===== config.mk =====
export PLATFORM = sky130hd
export DESIGN_NAME = lsu_controller
export DESIGN_NICKNAME = d
export VERILOG_FILES = /design/src/rtl/lsu_controller.sv
export SDC_FILE = /design/constraint.sdc
export NUM_CORES = 1
export LEC_CHECK = 0
export CAP_MARGIN = 30
export CELL_PAD_IN_SITES_DETAIL_PLACEMENT = 0
export CELL_PAD_IN_SITES_GLOBAL_PLACEMENT = 1
export CORE_ASPECT_RATIO = 0.8
export CORE_MARGIN = 1.5
export CORE_UTILIZATION = 30
export DETAILED_ROUTE_END_ITERATION = 16
export HOLD_SLACK_MARGIN = 0.1
export PLACE_DENSITY_LB_ADDON = 0.05
export SYNTH_ARGS = -nofsm -noshare
export SYNTH_HDL_FRONTEND = slang
export SYNTH_SLANG_ARGS = --single-unit

===== constraint.sdc =====
create_clock -name clk -period 2.4 [get_ports clk]
set_input_delay 0.24 -clock clk [delete_from_list [all_inputs] [get_ports clk]]
set_output_delay 0.24 -clock clk [all_outputs]
set_load 0.1 [all_outputs]

===== src/rtl/lsu_controller.sv =====
// Load/store unit sequencer: one memory access per execute-stage request, with
// store lane replication/strobes, load alignment and sign/zero extension.
module lsu_controller #(
  parameter int TIMEOUT_CYCLES = 255
) (
  input  logic        clk,
  input  logic        rst_n,
  input  logic        start,
  input  logic        is_store,
  input  logic [2:0]  funct3,
  input  logic [31:0] addr,
  input  logic [31:0] wdata,
  output logic        busy,
  output logic        done,
  output logic [31:0] rdata,
  output logic        misaligned,
  output logic        bus_err,
  output logic        mem_req,
  output logic        mem_we,
  output logic [31:0] mem_addr,
  output logic [3:0]  mem_wstrb,
  output logic [31:0] mem_wdata,
  input  logic        mem_ready,
  input  logic [31:0] mem_rdata
);

  localparam int CNT_W = (TIMEOUT_CYCLES < 2) ? 1 : $clog2(TIMEOUT_CYCLES + 1);
  localparam logic [CNT_W-1:0] CNT_LIMIT = CNT_W'(TIMEOUT_CYCLES - 1);

  typedef enum logic [1:0] {S_IDLE, S_REQ, S_DONE} state_t;

  state_t            state_q, state_d;
  logic              is_store_q, is_store_d;
  logic [2:0]        funct3_q, funct3_d;
  logic [31:0]       addr_q, addr_d;
  logic [31:0]       wdata_q, wdata_d;
  logic [31:0]       rdata_q, rdata_d;
  logic              misal_q, misal_d;
  logic              berr_q, berr_d;
  logic [CNT_W-1:0]  cnt_q, cnt_d;

  // Illegal width codes and misaligned accesses both count as a fault.
  function automatic logic op_fault(input logic st, input logic [2:0] f3,
                                    input logic [1:0] a);
    logic illegal, mis;
    illegal = st ? (f3 > 3'd2) : ((f3 == 3'b011) || (f3[2:1] == 2'b11));
    mis     = ((f3[1:0] == 2'b01) && a[0]) || ((f3[1:0] == 2'b10) && (a != 2'b00));
    return illegal | mis;
  endfunction

  function automatic logic [31:0] load_extend(input logic [2:0] f3, input logic [1:0] a,
                                              input logic [31:0] rd);
    logic [31:0]        lane;
    logic signed [7:0]  b;
    logic signed [15:0] h;
    lane = rd >> {a, 3'b000};
    b    = lane[7:0];
    h    = lane[15:0];
    case (f3)
      3'b000:  return 32'(b);
      3'b001:  return 32'(h);
      3'b100:  return {24'd0, lane[7:0]};
      3'b101:  return {16'd0, lane[15:0]};
      default: return lane;
    endcase
  endfunction

  always_ff @(posedge clk or negedge rst_n) begin
    if (!rst_n) begin
      state_q    <= S_IDLE;
      is_store_q <= 1'b0;
      funct3_q   <= 3'd0;
      addr_q     <= 32'd0;
      wdata_q    <= 32'd0;
      rdata_q    <= 32'd0;
      misal_q    <= 1'b0;
      berr_q     <= 1'b0;
      cnt_q      <= '0;
    end else begin
      state_q    <= state_d;
      is_store_q <= is_store_d;
      funct3_q   <= funct3_d;
      addr_q     <= addr_d;
      wdata_q    <= wdata_d;
      rdata_q    <= rdata_d;
      misal_q    <= misal_d;
      berr_q     <= berr_d;
      cnt_q      <= cnt_d;
    end
  end

  always_comb begin
    state_d    = state_q;
    is_store_d = is_store_q;
    funct3_d   = funct3_q;
    addr_d     = addr_q;
    wdata_d    = wdata_q;
    rdata_d    = rdata_q;
    misal_d    = misal_q;
    berr_d     = berr_q;
    cnt_d      = cnt_q;
    case (state_q)
      S_IDLE: begin
        if (start) begin
          is_store_d = is_store;
          funct3_d   = funct3;
          addr_d     = addr;
          wdata_d    = wdata;
          rdata_d    = 32'd0;
          berr_d     = 1'b0;
          cnt_d      = '0;
          if (op_fault(is_store, funct3, addr[1:0])) begin
            state_d = S_DONE;
            misal_d = 1'b1;
          end else begin
            state_d = S_REQ;
            misal_d = 1'b0;
          end
        end
      end
      S_REQ: begin
        // A ready arriving on the limit cycle takes priority over the timeout.
        if (mem_ready) begin
          state_d = S_DONE;
          rdata_d = is_store_q ? 32'd0 : load_extend(funct3_q, addr_q[1:0], mem_rdata);
        end else if ((TIMEOUT_CYCLES != 0) && (cnt_q == CNT_LIMIT)) begin
          state_d = S_DONE;
          berr_d  = 1'b1;
          rdata_d = 32'd0;
        end else begin
          cnt_d = cnt_q + 1'b1;
        end
      end
      S_DONE: begin
        state_d = S_IDLE;
        rdata_d = 32'd0;
        misal_d = 1'b0;
        berr_d  = 1'b0;
      end
      default: state_d = S_IDLE;
    endcase
  end

  always_comb begin
    busy       = (state_q != S_IDLE);
    done       = (state_q == S_DONE);
    mem_req    = (state_q == S_REQ);
    mem_we     = mem_req & is_store_q;
    mem_addr   = mem_req ? {addr_q[31:2], 2'b00} : 32'd0;
    mem_wstrb  = 4'd0;
    mem_wdata  = 32'd0;
    rdata      = rdata_q;
    misaligned = misal_q;
    bus_err    = berr_q;
    if (mem_we) begin
      case (funct3_q[1:0])
        2'b00: begin
          mem_wstrb = 4'b0001 << addr_q[1:0];
          mem_wdata = {4{wdata_q[7:0]}};
        end
        2'b01: begin
          mem_wstrb = 4'b0011 << {addr_q[1], 1'b0};
          mem_wdata = {2{wdata_q[15:0]}};
        end
        default: begin
          mem_wstrb = 4'b1111;
          mem_wdata = wdata_q;
        end
      endcase
    end
  end

endmodule


# Yosys cells after proc, flatten, opt, wreduce, memory -nomap -nowiden
# Cells that the tools add are included.
# totals
in_bits	104
wordCells	78
ram_bits	0
romBits	0
ff_bits	112
memories	0
latch_bits	0
# op_classes
n_eq_ne	16
n_reduce_logical	18
order_cmp	1
n_bitwise	2
add_sub_neg	1
muxes	28
n_mul	0
div	0
shifts	3
# op_table
cell	count
32-bit two-way mux	6
32-bit case mux with 4 select lines	1
32-bit case mux with 3 select lines	1
32-bit case mux with 2 select lines	1
32-bit by 5-bit right shift with 32-bit output	1
8-bit two-way mux	3
8-bit case mux with 2 select lines	1
8-bit by 1-bit adder with 8-bit output (second input constant)	1
8-bit == test (second input constant)	1
2-bit two-way mux	4
4-bit case mux with 2 select lines	1
4-bit AND reduction	2
2-bit nonzero test	4
2-bit by 1-bit == test with 1-bit output (second input constant)	3
2-bit == test (second input constant)	3
3-bit == test (second input constant)	2
1-bit two-way mux	6
2-bit != test (second input constant)	3
2-bit AND reduction	3
2-bit logical NOT	2
4-bit two-way mux	1
2-bit case mux with 2 select lines	1
1-bit by 2-bit left shift with 4-bit output (first input constant)	1
2-bit by 2-bit left shift with 4-bit output (first input constant)	1
14 further kinds	16

# Depth between registers and ports, before layout
# Gate-level depths: netlist of the first run.
# logic_depth
word_depth	7
ltp_mapped	7

# Worst setup path after synthesis of the first run
# Ideal clock, no wire load.
# synth_timing
kind	reg2out
from	reg state_q[1]
to	out mem_addr[22]
arrival_ns	2.686
slack_ns	-0.526
required_ns	2.160
stages_incl_launch_ff	6
cell_sequence	dfrtp_1 buf_2 nand2b_1 inv_2 clkbuf_1 and2_1
# synth_between
elab_chain_cells	2
# synth_rtl
item	line_no	rtl
start, declared	32	state_t state_q, state_d;
start signal, assigned	80	state_q <= state_d;
2-bit by 1-bit == test with 1-bit output	147	mem_req = (state_q == S_REQ);
net mem_req	18	output logic mem_req,
32-bit two-way mux	149	mem_addr = mem_req ? {addr_q[31:2], 2'b00} : 32'd0;
end, declared	20	output logic [31:0] mem_addr,
# The timed path passes the listed nets, and every way through them passes these cells.

# Worst setup path after layout of the first run
# layout_timing
from	reg state_q[1]
to	out mem_wdata[8]
# layout_between
elab_chain_cells	3
# layout_rtl
item	line_no	rtl
2-bit by 1-bit == test with 1-bit output	147	
1-bit AND	148	mem_we = mem_req & is_store_q;
32-bit two-way mux	155	if (mem_we) begin
end, declared	22	output logic [31:0] mem_wdata,
# No other way between the ends.

==> results of run 1 <==
==> metrics by stage <==
step / hold WS, ns / setup TNS, ns / util [%] / cells
6_report: 0.403 / 0 / 49.0 / 1121
5_1_grt: 0.389 / 0 / 49.0 / 1121
4_1_cts: 0.385 / 0 / 48.7 / 1119
3_5_place_dp: 0.319 / 0 / 47.0 / 1102
3_3_place_gp: 0.317 / 0 / 46.9 / 1101
2_1_floorplan: -0.0556 / -4.95 / - / 662
==> layout by cell type, fill, tap and decap left out, drive strengths merged, types with 8 or more instances in the layout <==
cell           instances
a21oi                 35
a221o                 14
and2                  30
and3                   8
buf                  130
clkbuf                10
clkdlybuf4s50        102
dfrtp                112
inv                    9
mux2i                 35
nand2                231
nand3b                10
nor2                  33
o21ai                 21
o2bb2ai                8
==> where the power goes <==
group          switching, mW  internal, mW
Sequential             0.299          2.24
Combinational           1.94          1.07
Clock                  0.739         0.814
Total                   2.98          4.12
==> metal layers <==
metal | wire length [um] | track usage [%]
met3 | 1600 | 6.48
met4 | 227 | 4.73
met1 | 8560 | 25.4
met2 | 8090 | 28.8
met5 | 0 | 0
==> state kept, by name (all words and copies together) (netlist names) <==
register and cells:
addr_q 32, wdata_q 32, cnt_q 8, funct3_q 3, bus_err 1, state_q 2, is_store_q 1, misaligned 1
rdata 32
==> area by class of cell <==
class	count	area (um2)	share of cell area (%)
clock inverter	7	70.1	0.756
tap	258	323	3.48
sequential	112	2800	30.2
clock buffer	9	225	2.43
multi-input combinational	493	2850	30.8
inverter	8	30.0	0.324
timing repair buffer	234	2970	32.0
==> logic make-up (layout without fill, tap and decap cells) <==
kind of cell | count (synthesis) | after routing | synth area share [%]
DFF | 112 | 112 | 48.4
other | 1 | 2 | 0.0648
buffers and inverters | 57 | 258 | 4.30
and+or+nand+nor | 341 | 341 | 26.3
adders and majority gates | 2 | 2 | 0.432
AOI/OAI and AO/OA | 106 | 106 | 12.8
muxes | 42 | 42 | 7.67
==> timing repair <==
item,4_1_cts,5_1_grt
cloned,0,1
gates resized for setup,5,9
setup buffers,0,1
setup endpoints to repair,28,24
endpoints found under the hold margin,45,0
hold buffers,1,0
pin swaps,0,0
==> path summary, 6_finish.rpt <==
kind                                               from                     end  slack (ns)  cells past startpoint
worst max-delay path             state_q[1]$_DFFE_PN0P_            mem_wdata[8]        0.15                      7
worst min-delay path                           addr[18]  addr_q[18]$_DFFE_PN0P_        0.40                      3
worst max register to register  funct3_q[0]$_DFFE_PN0P_   rdata[11]$_DFFE_PN0P_        0.48                      5
worst min register to register   addr_q[28]$_DFFE_PN0P_  addr_q[28]$_DFFE_PN0P_        0.47                      2
max in group asynchronous                         rst_n  addr_q[23]$_DFFE_PN0P_        1.24                      3
min in group asynchronous                         rst_n    rdata[2]$_DFFE_PN0P_        0.45                      2
==> worst max-delay path, cell delays in order, from the launching register on <==
cell and delay [ns]:
dfrtp_1 0.37, nand2b_1 0.24, inv_2 0.14, buf_12 0.16
nand2_1 0.10, buf_12 0.21, a21oi_2 0.21, buf_12 0.21
==> flow_metrics.py, run 1 <==
metrics = {
    "run": {
        "drv_cap": 0,
    },
    "detailed_routing": {
        "ant_nets": 0,
        "drtIter0Drc": 284,
        "viasPerCell": 4.75,
        "wl_mm": 18.5,
        "route.detailed.drc": 0,
        "wl_per_cell_um": 16.5,
        "dr.pass1.iters": 5,
        "routed-via-count": 5327,
    },
    "grt": {
        "antenna_found_initial": 0,
        "grt_pass1_vias": 5430,
        "track_usage_pct": 18.8,
        "grt_pass1_wl_mm": 29.3,
        "overflow": 0,
        "grt_max_degree": 77,
    },
    "cts": {
        "insertion_delay_ns": 0.36,
        "tritoncts": "done",
        "h-tree-depth": 3,
        "cts-root-buf": "clkbuf_16",
        "cts.clk_slew.worst_paths_ns": 0.08,
        "cts_buffers": 9,
        "clkSinkCount": 112,
        "cts_buffer_depth": 2,
    },
    "placed_design": {
        "post_dp_cell_area_mm2": 0.00889,
        "io_buffers": 207,
        "gp_congestion": 0.817,
        "place_ws_ns": 0.189,
        "dp_hpwl_mm": 13.2,
    },
    "timing": {
        "rsz0062_at_grt": "no",
        "relSlewSlack_pct": 55.5,
        "finalCriticalPeriod_ns": 2.25,
        "hold_viol": 0,
        "fin_skew_ns": 0.00935,
        "worst_pin_slew_ns": 0.668,
        "finalCritPeriodShare_pct": 93.8,
        "setup_slack_ns": 0.148,
        "final-setup-viol-count": 0,
        "slew_viol_final": 0,
        "clock.fmax_mhz": 444,
    },
    "worst_setup_path": {
        "crit_type": "flop to output pin",
        "critPathArrivalTime_ns": 2.01,
        "cp.required_ns": 2.16,
        "path_max_fanout": 29,
        "critPathLaunchType": "flop",
        "endpoint_kind": "output pin",
    },
    "power": {
        "power_density_mw_per_mm2": 766,
        "p_leak_nw": 4.28,
        "peakVddDrop_v": 0.000311,
        "power_mw": 7.10,
    },
    "floorplan": {
        "die_w_um": 158,
        "die-area_mm2": 0.0201,
        "row_count": 45,
        "core-area_mm2": 0.0189,
        "start_util_pct": 30.6,
        "die_y_um": 127,
        "io_pins": 210,
    },
    "logic_synthesis": {
        "yosysMostFrequentCell": "nand2_1",
        "synth_area_mm2": 0.00579,
        "post-synth-top-area-cell": "dfrtp_1",
        "synth_edf_count": 0,
        "ys_types": 53,
        "yosysWarnings": 0,
        "yosysTopAreaCellShare_pct": 48.4,
        "syn_inst": 661,
        "ys_ff_latch": 112,
        "synthTopCellsByCount": "nand2_1, dfrtp_1, a21oi_1, mux2i_1, nor2_1",
        "synth_area_leaders": "dfrtp_1, nand2_1, mux2i_1, and2_1, a21oi_1",
        "ys_async_sr_fraction_pct": 100,
        "synth_seq_area_share_pct": 48.4,
        "synth_flop_cell": "dfrtp_1",
        "avgSynthCellArea_um2": 8.76,
    },
    "layout": {
        "fillers": 1786,
        "drive_above_1_share_pct": 23.1,
        "antennaDiodeCount": 0,
        "postLayoutCellArea_mm2": 0.00927,
        "area_delta_synth_final_pct": 60.1,
        "nNetsFinal": 964,
    },
    "min_path": {
        "hold_path.class": "input pin to flop",
    },
    "status": {
        "status": "completed",
    },
}
Power figures use the tool's default switching activity.
==> run 2: changes to the inputs <==
- CTS_BUF_LIST: unset -> sky130_fd_sc_hd__clkbuf_8
- clock period: 2.4 -> 2.6 ns (I/O delays scaled with it)
==> run 2 against run 1 <==
- sequential power down 7.9%
- wire length down 1.9%
- design area down 2.6%
- sequential cell count unchanged
- largest cell class unchanged
- largest power group unchanged
==> flow_metrics.py, run 2 (same netlist as run 1, synthesis figures left out) <==
metrics = {
    "cts": {
        "insertion_delay_ns": 0.39,
        "cts_buffer_depth": 2,
        "cts-root-buf": "clkbuf_8",
        "hold_buffers": 1,
        "cts_buffers": 9,
        "clkSinkCount": 112,
        "cts.clk_slew.worst_paths_ns": 0.11,
        "post_cts_buffers": 0,
        "h-tree-depth": 3,
        "tritoncts": "done",
        "cts.repair.resized": 0,
    },
    "worst_setup_path": {
        "critPathLaunchType": "flop",
        "path_max_fanout": 29,
        "crit_chain": "nand2b_1 > inv_2 > nand2_1 > buf_4 > a21oi_1 > buf_12",
        "timing.rr.end": "rdata[18]$_DFFE_PN0P_",
        "rr_worst_depth": 7,
        "r2r_slack_ns": 0.59,
        "cp_slowest_cell": "dfrtp_1",
        "critPathArrivalTime_ns": 2.16,
        "timing.rr.start": "cnt_q[0]$_DFFE_PN0P_",
        "cpPeakStageDelay_ns": 0.38,
        "crit_type": "flop to output pin",
        "cp.required_ns": 2.34,
        "endpoint_kind": "output pin",
    },
    "power": {
        "p_leak_nw": 4.18,
        "peakVddDrop_v": 0.000288,
        "power_density_mw_per_mm2": 690,
    },
    "placed_design": {
        "io_buffers": 207,
        "dp_cells": 1096,
        "dp_hpwl_mm": 13.1,
        "gp_congestion": 0.806,
        "place_ws_ns": 0.510,
    },
    "timing": {
        "worst_pin_slew_ns": 0.697,
        "clock.fmax_mhz": 414,
        "finalCritPeriodShare_pct": 93.0,
        "hold_viol": 0,
        "whs_ns": 0.386,
        "final-setup-viol-count": 0,
        "relSlewSlack_pct": 53.5,
        "slew_viol_final": 0,
        "rsz0062_at_grt": "no",
        "setup_slack_ns": 0.182,
        "finalCriticalPeriod_ns": 2.42,
        "fin_skew_ns": 0.0173,
        "finalSetupTns_ns": 0,
    },
    "floorplan": {
        "die_y_um": 127,
        "start_util_pct": 30.6,
        "row_count": 45,
        "core-area_mm2": 0.0189,
        "die-area_mm2": 0.0201,
        "die_w_um": 158,
        "io_pins": 210,
    },
    "layout": {
        "final_common_cell": "nand2_1",
        "nNetsFinal": 956,
        "drive_above_1_share_pct": 20.4,
        "antennaDiodeCount": 0,
        "final_cell_mix": "nand2_1, dfrtp_1, clkdlybuf4s50_1",
        "area_delta_synth_final_pct": 56.0,
        "fin_util_pct": 47.7,
        "fin_cells": 1113,
    },
    "detailed_routing": {
        "viasPerCell": 4.78,
        "wl_per_cell_um": 16.3,
        "dr.pass1.iters": 4,
        "routed-via-count": 5315,
        "drtIter0Drc": 308,
        "route.detailed.drc": 0,
        "ant_nets": 0,
        "wl_mm": 18.1,
    },
    "grt": {
        "track_usage_pct": 18.4,
        "grt_max_degree": 77,
        "grt_pass1_wl_mm": 28.8,
        "overflow": 0,
        "grt_pass1_vias": 5334,
        "antenna_found_initial": 0,
    },
    "min_path": {
        "hold_path.class": "input pin to flop",
        "min_path_cells": 3,
        "hold_path_end": "wdata_q[6]$_DFFE_PN0P_",
        "holdCritStartpoint": "wdata[6]",
    },
    "status": {
        "status": "completed",
    },
    "run": {
        "drv_cap": 0,
    },
}
## run 2: layer usage
layer	share of wire (%)	vias up	global-route usage, %	routed length [um]
met1	47	2544	26.0	8560
met4	0.82	0	3.79	148
li1	-	2593	-	-
met2	43	168	27.4	7880
met3	8.4	10	5.97	1530
met5	0	-	0	0
## run 2: worst max-delay path by stage
stage,startpoint,end,slack [ns],cells past startpoint
after floorplan,addr_q[0]$_DFFE_PN0P_,mem_wstrb[3],-0.31,5
after global placement,mem_ready,rdata[27]$_DFFE_PN0P_,0.54,5
after detailed placement,mem_ready,rdata[29]$_DFFE_PN0P_,0.51,5
after CTS,state_q[1]$_DFFE_PN0P_,mem_wstrb[3],0.13,6
after global routing,state_q[1]$_DFFE_PN0P_,mem_wstrb[0],0.03,6
final,state_q[1]$_DFFE_PN0P_,mem_wstrb[3],0.18,6
## run 2: where the power goes
group          internal (mW)  switching [mW]  total [mW]
sequential              2.06           0.269        2.33
clock                  0.546           0.635        1.18
combinational          0.953            1.77        2.72
total                   3.56            2.67        6.23
## run 2: final cells by class
cell class,count,area (um2)
clock buffer,9,124
clock inverter,7,92.6
fill,1835,9890
inverter,8,30.0
multi-input combinational,493,2810
sequential,112,2800
tap,258,323
timing repair buffer,226,2840
## run 2: stage by stage
step	power [mW]	instance area, um2
final	6.23	9030
after global routing	6.61	9030
after CTS	6.31	9030
after detailed placement	5.10	8800
after global placement	5.07	8800
after floorplan	4.15	5850
## run 2: worst max-delay path, delay by kind of cell (launching register included)
family,cells,cell delay (ns)
AOI/OAI and AO/OA,1,0.30
buffers and inverters,3,0.77
and+or+nand+nor,2,0.31
DFF,1,0.38
